## config.mk

```make
export PLATFORM = sky130hd
export DESIGN_NAME = mdu_sequencer_flat
export DESIGN_NICKNAME = d
export VERILOG_FILES = /design/src/rtl/mdu_if.sv /design/src/rtl/mdu_sequencer.sv /design/src/flat_wrapper.sv
export SDC_FILE = /design/constraint.sdc
export NUM_CORES = 1
export LEC_CHECK = 0
export CAP_MARGIN = 15
export CORE_ASPECT_RATIO = 1.25
export CORE_MARGIN = 2
export CORE_UTILIZATION = 56
export DETAILED_ROUTE_END_ITERATION = 6
export PLACE_DENSITY = 0.87
export SLEW_MARGIN = 20
export SYNTH_ARGS = -nofsm -noshare
export SYNTH_HDL_FRONTEND = slang
export SYNTH_SLANG_ARGS = --single-unit
```

## constraint.sdc

```tcl
create_clock -name clk -period 5.4 [get_ports clk]
set_input_delay 0.81 -clock clk [delete_from_list [all_inputs] [get_ports clk]]
set_output_delay 0.81 -clock clk [all_outputs]
set_load 0.05 [all_outputs]
```

## src/rtl/mdu_if.sv

```systemverilog
// Request/response bundle between execute-stage control and the multiply/divide sequencer.
// The master issues the operation; the slave returns busy/done and the result.
interface mdu_if #(
  parameter int WIDTH = 32
) ();
  logic             start;
  logic [2:0]       funct3;
  logic [WIDTH-1:0] src_a;
  logic [WIDTH-1:0] src_b;
  logic             busy;
  logic             done;
  logic [WIDTH-1:0] result;

  modport master (
    output start, funct3, src_a, src_b,
    input  busy, done, result
  );

  modport slave (
    input  start, funct3, src_a, src_b,
    output busy, done, result
  );
endinterface

```

## src/rtl/mdu_sequencer.sv

```systemverilog
// Iterative RV32M multiply/divide unit: shift-add multiply and restoring divide,
// one bit per cycle, with single-cycle shortcuts for divide-by-zero and signed overflow.
module mdu_sequencer #(
  parameter int WIDTH = 32
) (
  input  logic clk,
  input  logic rst,
  mdu_if.slave bus
);
  localparam int CW = $clog2(WIDTH);
  localparam logic [WIDTH-1:0]   ONE_W   = {{(WIDTH-1){1'b0}}, 1'b1};
  localparam logic [2*WIDTH-1:0] ONE_2W  = {{(2*WIDTH-1){1'b0}}, 1'b1};
  localparam logic [WIDTH-1:0]   MIN_W   = {1'b1, {(WIDTH-1){1'b0}}};
  localparam logic [WIDTH-1:0]   ONES_W  = {WIDTH{1'b1}};

  typedef enum logic [1:0] {IDLE, CALC, DONE} state_t;

  state_t             state_reg, state_next;
  logic [CW-1:0]      cnt_reg, cnt_next;
  logic [2*WIDTH-1:0] acc_reg, acc_next;
  logic [WIDTH-1:0]   opnd_reg, opnd_next;
  logic [2:0]         f3_reg, f3_next;
  logic               sa_reg, sa_next;
  logic               sb_reg, sb_next;
  logic [WIDTH-1:0]   result_reg, result_next;

  // Request decode, evaluated on the incoming operands while idle.
  logic             in_div, in_sa, in_sb, in_bzero, in_ovf;
  logic [WIDTH-1:0] in_mag_a, in_mag_b, in_fast_res;

  always_comb begin
    in_div   = bus.funct3[2];
    in_sa    = bus.src_a[WIDTH-1] &
               ((bus.funct3 == 3'b001) | (bus.funct3 == 3'b010) |
                (bus.funct3 == 3'b100) | (bus.funct3 == 3'b110));
    in_sb    = bus.src_b[WIDTH-1] &
               ((bus.funct3 == 3'b001) | (bus.funct3 == 3'b100) | (bus.funct3 == 3'b110));
    in_mag_a = in_sa ? (~bus.src_a + ONE_W) : bus.src_a;
    in_mag_b = in_sb ? (~bus.src_b + ONE_W) : bus.src_b;
    in_bzero = in_div & (bus.src_b == '0);
    in_ovf   = in_div & ~bus.funct3[0] & (bus.src_a == MIN_W) & (bus.src_b == ONES_W);
    if (in_bzero) begin
      in_fast_res = bus.funct3[1] ? bus.src_a : ONES_W;
    end else begin
      in_fast_res = bus.funct3[1] ? '0 : MIN_W;
    end
  end

  // One iteration of the datapath; which half applies depends on the latched operation.
  logic [WIDTH:0]     mul_sum;
  logic [WIDTH:0]     div_trial;
  logic [WIDTH:0]     div_diff;
  logic               div_ge;
  logic [2*WIDTH-1:0] acc_step;

  always_comb begin
    mul_sum   = {1'b0, acc_reg[2*WIDTH-1:WIDTH]} +
                (acc_reg[0] ? {1'b0, opnd_reg} : '0);
    div_trial = {acc_reg[2*WIDTH-1:WIDTH], acc_reg[WIDTH-1]};
    div_diff  = div_trial - {1'b0, opnd_reg};
    // The trial value is below 2*divisor, so the borrow bit alone says whether it fits.
    div_ge    = ~div_diff[WIDTH];
    if (f3_reg[2]) begin
      acc_step = {(div_ge ? div_diff[WIDTH-1:0] : div_trial[WIDTH-1:0]),
                  acc_reg[WIDTH-2:0], div_ge};
    end else begin
      acc_step = {mul_sum, acc_reg[WIDTH-1:1]};
    end
  end

  logic [2*WIDTH-1:0] prod_fin;
  logic [WIDTH-1:0]   quot_fin, rem_fin, final_res;

  always_comb begin
    prod_fin = (sa_reg ^ sb_reg) ? (~acc_step + ONE_2W) : acc_step;
    quot_fin = (sa_reg ^ sb_reg) ? (~acc_step[WIDTH-1:0] + ONE_W) : acc_step[WIDTH-1:0];
    rem_fin  = sa_reg ? (~acc_step[2*WIDTH-1:WIDTH] + ONE_W) : acc_step[2*WIDTH-1:WIDTH];
    case (f3_reg)
      3'b000:                 final_res = prod_fin[WIDTH-1:0];
      3'b001, 3'b010, 3'b011: final_res = prod_fin[2*WIDTH-1:WIDTH];
      3'b100, 3'b101:         final_res = quot_fin;
      default:                final_res = rem_fin;
    endcase
  end

  always_comb begin
    state_next  = state_reg;
    cnt_next    = cnt_reg;
    acc_next    = acc_reg;
    opnd_next   = opnd_reg;
    f3_next     = f3_reg;
    sa_next     = sa_reg;
    sb_next     = sb_reg;
    result_next = result_reg;
    case (state_reg)
      IDLE: begin
        if (bus.start) begin
          f3_next   = bus.funct3;
          sa_next   = in_sa;
          sb_next   = in_sb;
          // Multiply keeps the multiplicand aside and shifts the multiplier through
          // the low half; divide keeps the divisor aside and shifts the dividend.
          opnd_next = in_div ? in_mag_b : in_mag_a;
          acc_next  = {{WIDTH{1'b0}}, (in_div ? in_mag_a : in_mag_b)};
          cnt_next  = '0;
          if (in_bzero | in_ovf) begin
            result_next = in_fast_res;
            state_next  = DONE;
          end else begin
            state_next  = CALC;
          end
        end
      end
      CALC: begin
        acc_next = acc_step;
        cnt_next = cnt_reg + CW'(1);
        if (cnt_reg == CW'(WIDTH - 1)) begin
          cnt_next    = '0;
          result_next = final_res;
          state_next  = DONE;
        end
      end
      DONE: state_next = IDLE;
      default: state_next = IDLE;
    endcase
  end

  always_ff @(posedge clk) begin
    if (rst) begin
      state_reg  <= IDLE;
      cnt_reg    <= '0;
      acc_reg    <= '0;
      opnd_reg   <= '0;
      f3_reg     <= '0;
      sa_reg     <= 1'b0;
      sb_reg     <= 1'b0;
      result_reg <= '0;
    end else begin
      state_reg  <= state_next;
      cnt_reg    <= cnt_next;
      acc_reg    <= acc_next;
      opnd_reg   <= opnd_next;
      f3_reg     <= f3_next;
      sa_reg     <= sa_next;
      sb_reg     <= sb_next;
      result_reg <= result_next;
    end
  end

  assign bus.busy   = (state_reg != IDLE);
  assign bus.done   = (state_reg == DONE);
  assign bus.result = result_reg;
endmodule

```

## src/flat_wrapper.sv

```systemverilog
// flat-port wrapper written by rule: the top's interface ports become plain ports
module mdu_sequencer_flat 
#(
  parameter int WIDTH = 32
)
  (clk, rst, bus_start, bus_funct3, bus_src_a, bus_src_b, bus_busy, bus_done, bus_result);
  mdu_if #(.WIDTH(WIDTH)) bus_i ();
  input  logic clk;
  input  logic rst;
  input wire logic [$bits(bus_i.start)-1:0] bus_start;
  input wire logic [$bits(bus_i.funct3)-1:0] bus_funct3;
  input wire logic [$bits(bus_i.src_a)-1:0] bus_src_a;
  input wire logic [$bits(bus_i.src_b)-1:0] bus_src_b;
  output wire logic [$bits(bus_i.busy)-1:0] bus_busy;
  output wire logic [$bits(bus_i.done)-1:0] bus_done;
  output wire logic [$bits(bus_i.result)-1:0] bus_result;
  assign bus_i.start = bus_start;
  assign bus_i.funct3 = bus_funct3;
  assign bus_i.src_a = bus_src_a;
  assign bus_i.src_b = bus_src_b;
  assign bus_busy = bus_i.busy;
  assign bus_done = bus_i.done;
  assign bus_result = bus_i.result;
  mdu_sequencer #(.WIDTH(WIDTH)) u_core (.clk(clk), .rst(rst), .bus(bus_i));
endmodule
```

==> impl_results.md <==
- Vias in the first global route: ~18,000
- Number of flops mapped to enable cells by yosys: 0
- Core outline area: around 28,000 µm²
- Synth area leader: dfxtp_1
- Final hold vios: 0
- Leakage: slightly below 0.007 µW
- Avg WL per Cell: 24.98 µm
- Global route hottest layer: met2
- Outcome: finished clean
- Peak VDD IR: about 0.18 mV
- Num ports: 104
- Switch share: 46.73%
- Placed Instance Area: roughly 18,000 µm²
- CTS tree: yes
- Cts hold-fix bufs: 0
- Worst-case clock buffer depth: 2
- CP arrival: between 5 and 6 ns
- Req. time, crit path: 5.72 ns
- Post-synth top flop: dfxtp_1
- Met3 Usage GRT: around 7.5%
- Root Buffer Master: clkbuf_16
- MaxCap Viol Count: 0
- Max-slew headroom: between 20% and 30%
- Starting Density: a little under three fifths
- Synthesized Nets: between 2,000 and 2,500
- First-pass GRT wire length: between 100 and 150 mm
- Port buffer count: 103
- Clock sinks: 140
- Mapped cell area: between 15,000 and 20,000 µm²
- Crit end category: flip-flop
- Max Slew Vio Count: 0
- PwrDens: ~270 nW/µm²
- Reg power frac: 24.8%
- Pin count of the biggest net entering global routing: 90
- Crit path max fanout: 7
- Nets@finish: between 2,000 and 3,000
- DRC Markers: 0
- Worst-Skew Late Latency: approximately 0.46 ns
- Initial DRT Pass Iterations: 7
- Async SR Flop Fraction: 0%
- Clock Skew: ~0.013 ns
- H-tree lvl count: 4
- Clk pin slew, worst setup/hold paths: around 0.07 ns
- Final Non-Filler Cells: 2,722
- Clock power share: between 20% and 30%
- # placed instances: about 2,700
- Pint: 2600 µW
- Worst R2R Path Depth: 24
- Yosys synthesis warning count: 0
- Synth unique cells: 103
- Fmax: approximately 190 MHz
- Die height: 191.7 µm
- GRT met1 Usage: 49.88%
- Critical Path Source: u_core.opnd_reg[0]$_SDFFE_PP0P_
- Design area: approximately 18,000 µm²
- Final GP Congestion: 1.076
- Startpoint types: flip-flop
- Final period utilization: between 90% and 100%
- Reg-to-reg endpoint: u_core.bus.result[16]$_SDFFE_PP0P_
- Tmin final: roughly 5.2 ns
- Post-Syn Instances: 2,259
- Hold slack: 0.4693 ns
- Routed via count: between 15,000 and 20,000
- Flops & latches, synth: between 100 and 150
- Endpoints failing setup: 0
- Reg-to-reg slack, setup: around 0.18 ns
- Worst-Margin Slew: 1.083 ns
- Max FFs per register: 64
- Mean number of vias per cell: roughly 6.9
- Post-layout util: about 66%
- Full die area: 29,540 µm²
- P_sw: approximately 2300 µW
- All-layer global routing usage: 44.87%
- Avg Inst Size Synth: 6.985 µm²
- Top cells by area, synth: dfxtp_1 (18%), a21oi_1 (7.1%), nor2_1 (6.5%)
- Initial antenna violation count: 2
- Routed WL: between 60 and 70 mm
- Top cell type's share of synthesized area: between 10% and 20%
- Final HPWL DP: roughly 53 mm
- Row count: between 60 and 70
- Die W: about 150 µm
- Comb pwr share: about half
- RR Startpoint: u_core.opnd_reg[0]$_SDFFE_PP0P_
- Remaining antenna violation count after routing: 0
- Sequential share of the synthesized area: between 10% and 20%
- Crit path to: u_core.bus.result[16]$_SDFFE_PP0P_
- M2 GR Usage: approximately three quarters
- Type of the most critical hold path: flip-flop to flip-flop
- RSZ-0062 raised after global routing: yes
- Initial drt markers: 2,162
- Setup TNS: 0 ns
- Share of layout cells above drive strength 1: a little over a tenth
- Crit Path Class: flip-flop to flip-flop
- Num CTS Buffers: 17
- Syn-to-layout area delta: 16.25%
- Grt ovf: 0
## cells in the final DEF (no fill, tap or decap), types with 9 or more instances in the layout
cell type,netlist,routed
nand2b_1,26,25
nor3_1,66,63
o211ai_1,47,47
nand4_1,23,23
o21a_1,12,12
inv_1,54,54
mux2i_1,38,37
nor2b_1,21,20
or3_1,27,25
a21o_1,30,30
mux2_2,13,13
xnor2_1,114,113
a221oi_1,20,20
nand3_1,51,51
a41oi_1,9,9
and3_1,13,13
clkdlybuf4s50_1,0,101
nand2_1,231,229
a311oi_1,26,26
buf_4,4,130
nor4_1,17,17
o221ai_1,10,10
xor2_1,73,72
clkbuf_16,0,17
o21bai_1,10,10
dfxtp_1,140,139
and2_1,48,48
a21oi_1,224,220
o21ai_1,6,9
ha_1,71,65
o22ai_1,11,11
a211oi_1,45,44
o31ai_1,23,23
a31oi_1,40,40
nor2_1,272,271
o21ai_0,147,144
## cell families (layout without fill, tap and decap cells)
group	Yosys count	in the layout	synth area share, %
xor+xnor	187	187	10.38
simple gates	848	848	25.84
compound gates	750	750	31.31
mux	52	52	3.433
flops	140	140	17.76
other cells	0	1	0
fa+ha+maj	73	73	5.884
buf+inv	209	321	5.384
## power by group through the flow
stage          Sequential (µW)  Clock [µW]  Combinational [µW]
3_5_place_dp              1220           0                2310
4_1_cts                   1200        1190                2330
6_report                  1210        1200                2470
3_3_place_gp              1220           0                2290
5_1_grt                   1210        1230                2610
2_1_floorplan             1240           0                1470
## synth_stat cells (13+ instances only)
| cell | n |
|---|---|
| o21ai_0 | 147 |
| buf_1 | 13 |
| nand4_1 | 23 |
| clkbuf_1 | 106 |
| nor2_1 | 272 |
| nand3_1 | 51 |
| a31oi_1 | 40 |
| inv_1 | 54 |
| nor3_1 | 66 |
| o31ai_1 | 23 |
| dfxtp_1 | 140 |
| or3_1 | 27 |
| a211oi_1 | 45 |
| a311oi_1 | 26 |
| nor2b_1 | 21 |
| a21o_1 | 30 |
| buf_2 | 26 |
| a21oi_1 | 224 |
| a221oi_1 | 20 |
| mux2i_1 | 38 |
| ha_1 | 71 |
| nor4_1 | 17 |
| nand2b_1 | 26 |
| xnor2_1 | 114 |
| mux2_2 | 13 |
| and3_1 | 13 |
| xor2_1 | 73 |
| nand2_1 | 231 |
| and2_1 | 48 |
| o211ai_1 | 47 |
## per-layer routing
metal	up-vias	share of wire, %
met5	-	0.016
met4	2	11
met3	391	9.4
met2	1287	45
met1	8665	35
li1	8474	-
## worst max-delay path, cell delays in order, from the launching register on
cell and delay, ns:
dfxtp_1 0.36, ha_1 0.17, inv_1 0.06, fa_2 0.42
a211oi_4 0.33, nor3_4 0.11, o211ai_2 0.26, a21oi_4 0.12
mux2i_4 0.23, buf_6 0.17, a21oi_2 0.16, o31ai_1 0.11
inv_1 0.09, ha_2 0.18, nand2_1 0.07, or3_4 0.36
nor3_2 0.12, a211o_1 0.22, nand4_4 0.19, or3_4 0.39
or4_4 0.43, o21ai_1 0.16, xor2_1 0.09, a21oi_1 0.21
nor3_2 0.06
## per-stage QoR
step / power (µW) / setup slack, ns
floorplan: 2714 / 0.01092
global placement: 3512 / 0.1674
detailed placement: 3533 / 0.1110
CTS: 4717 / 0.05183
global route: 5058 / -0.04513
finish: 4880 / 0.1821
## final cells by class
cell class	count	area, µm²
diodes	1	2.502
clock buffers	17	425.4
clock inverters	15	143.9
fillers	2440	9309
inverters	56	210.2
multi-input cells	1910	12310
flip-flops and latches	140	2806
well taps	350	437.9
repair buffers	233	2003
## what timing repair did
item                       CTS  global route
buffers inserted             0             7
resized for setup            1            30
setup endpoints to repair    1            22
pin swaps                    0            15
## worst min-delay path by stage
stage | depth (start not counted) | slack (ns) | endpoint | startpoint
6_report | 2 | 0.47 | u_core.opnd_reg[30]$_SDFFE_PP0P_ | u_core.opnd_reg[30]$_SDFFE_PP0P_
3_3_place_gp | 2 | 0.45 | u_core.opnd_reg[27]$_SDFFE_PP0P_ | u_core.opnd_reg[27]$_SDFFE_PP0P_
4_1_cts | 2 | 0.47 | u_core.opnd_reg[30]$_SDFFE_PP0P_ | u_core.opnd_reg[30]$_SDFFE_PP0P_
2_1_floorplan | 2 | 0.44 | u_core.opnd_reg[13]$_SDFFE_PP0P_ | u_core.opnd_reg[13]$_SDFFE_PP0P_
5_1_grt | 2 | 0.50 | u_core.opnd_reg[15]$_SDFFE_PP0P_ | u_core.opnd_reg[15]$_SDFFE_PP0P_
3_5_place_dp | 2 | 0.46 | u_core.opnd_reg[30]$_SDFFE_PP0P_ | u_core.opnd_reg[30]$_SDFFE_PP0P_
(Power assumes the default switching activity.)
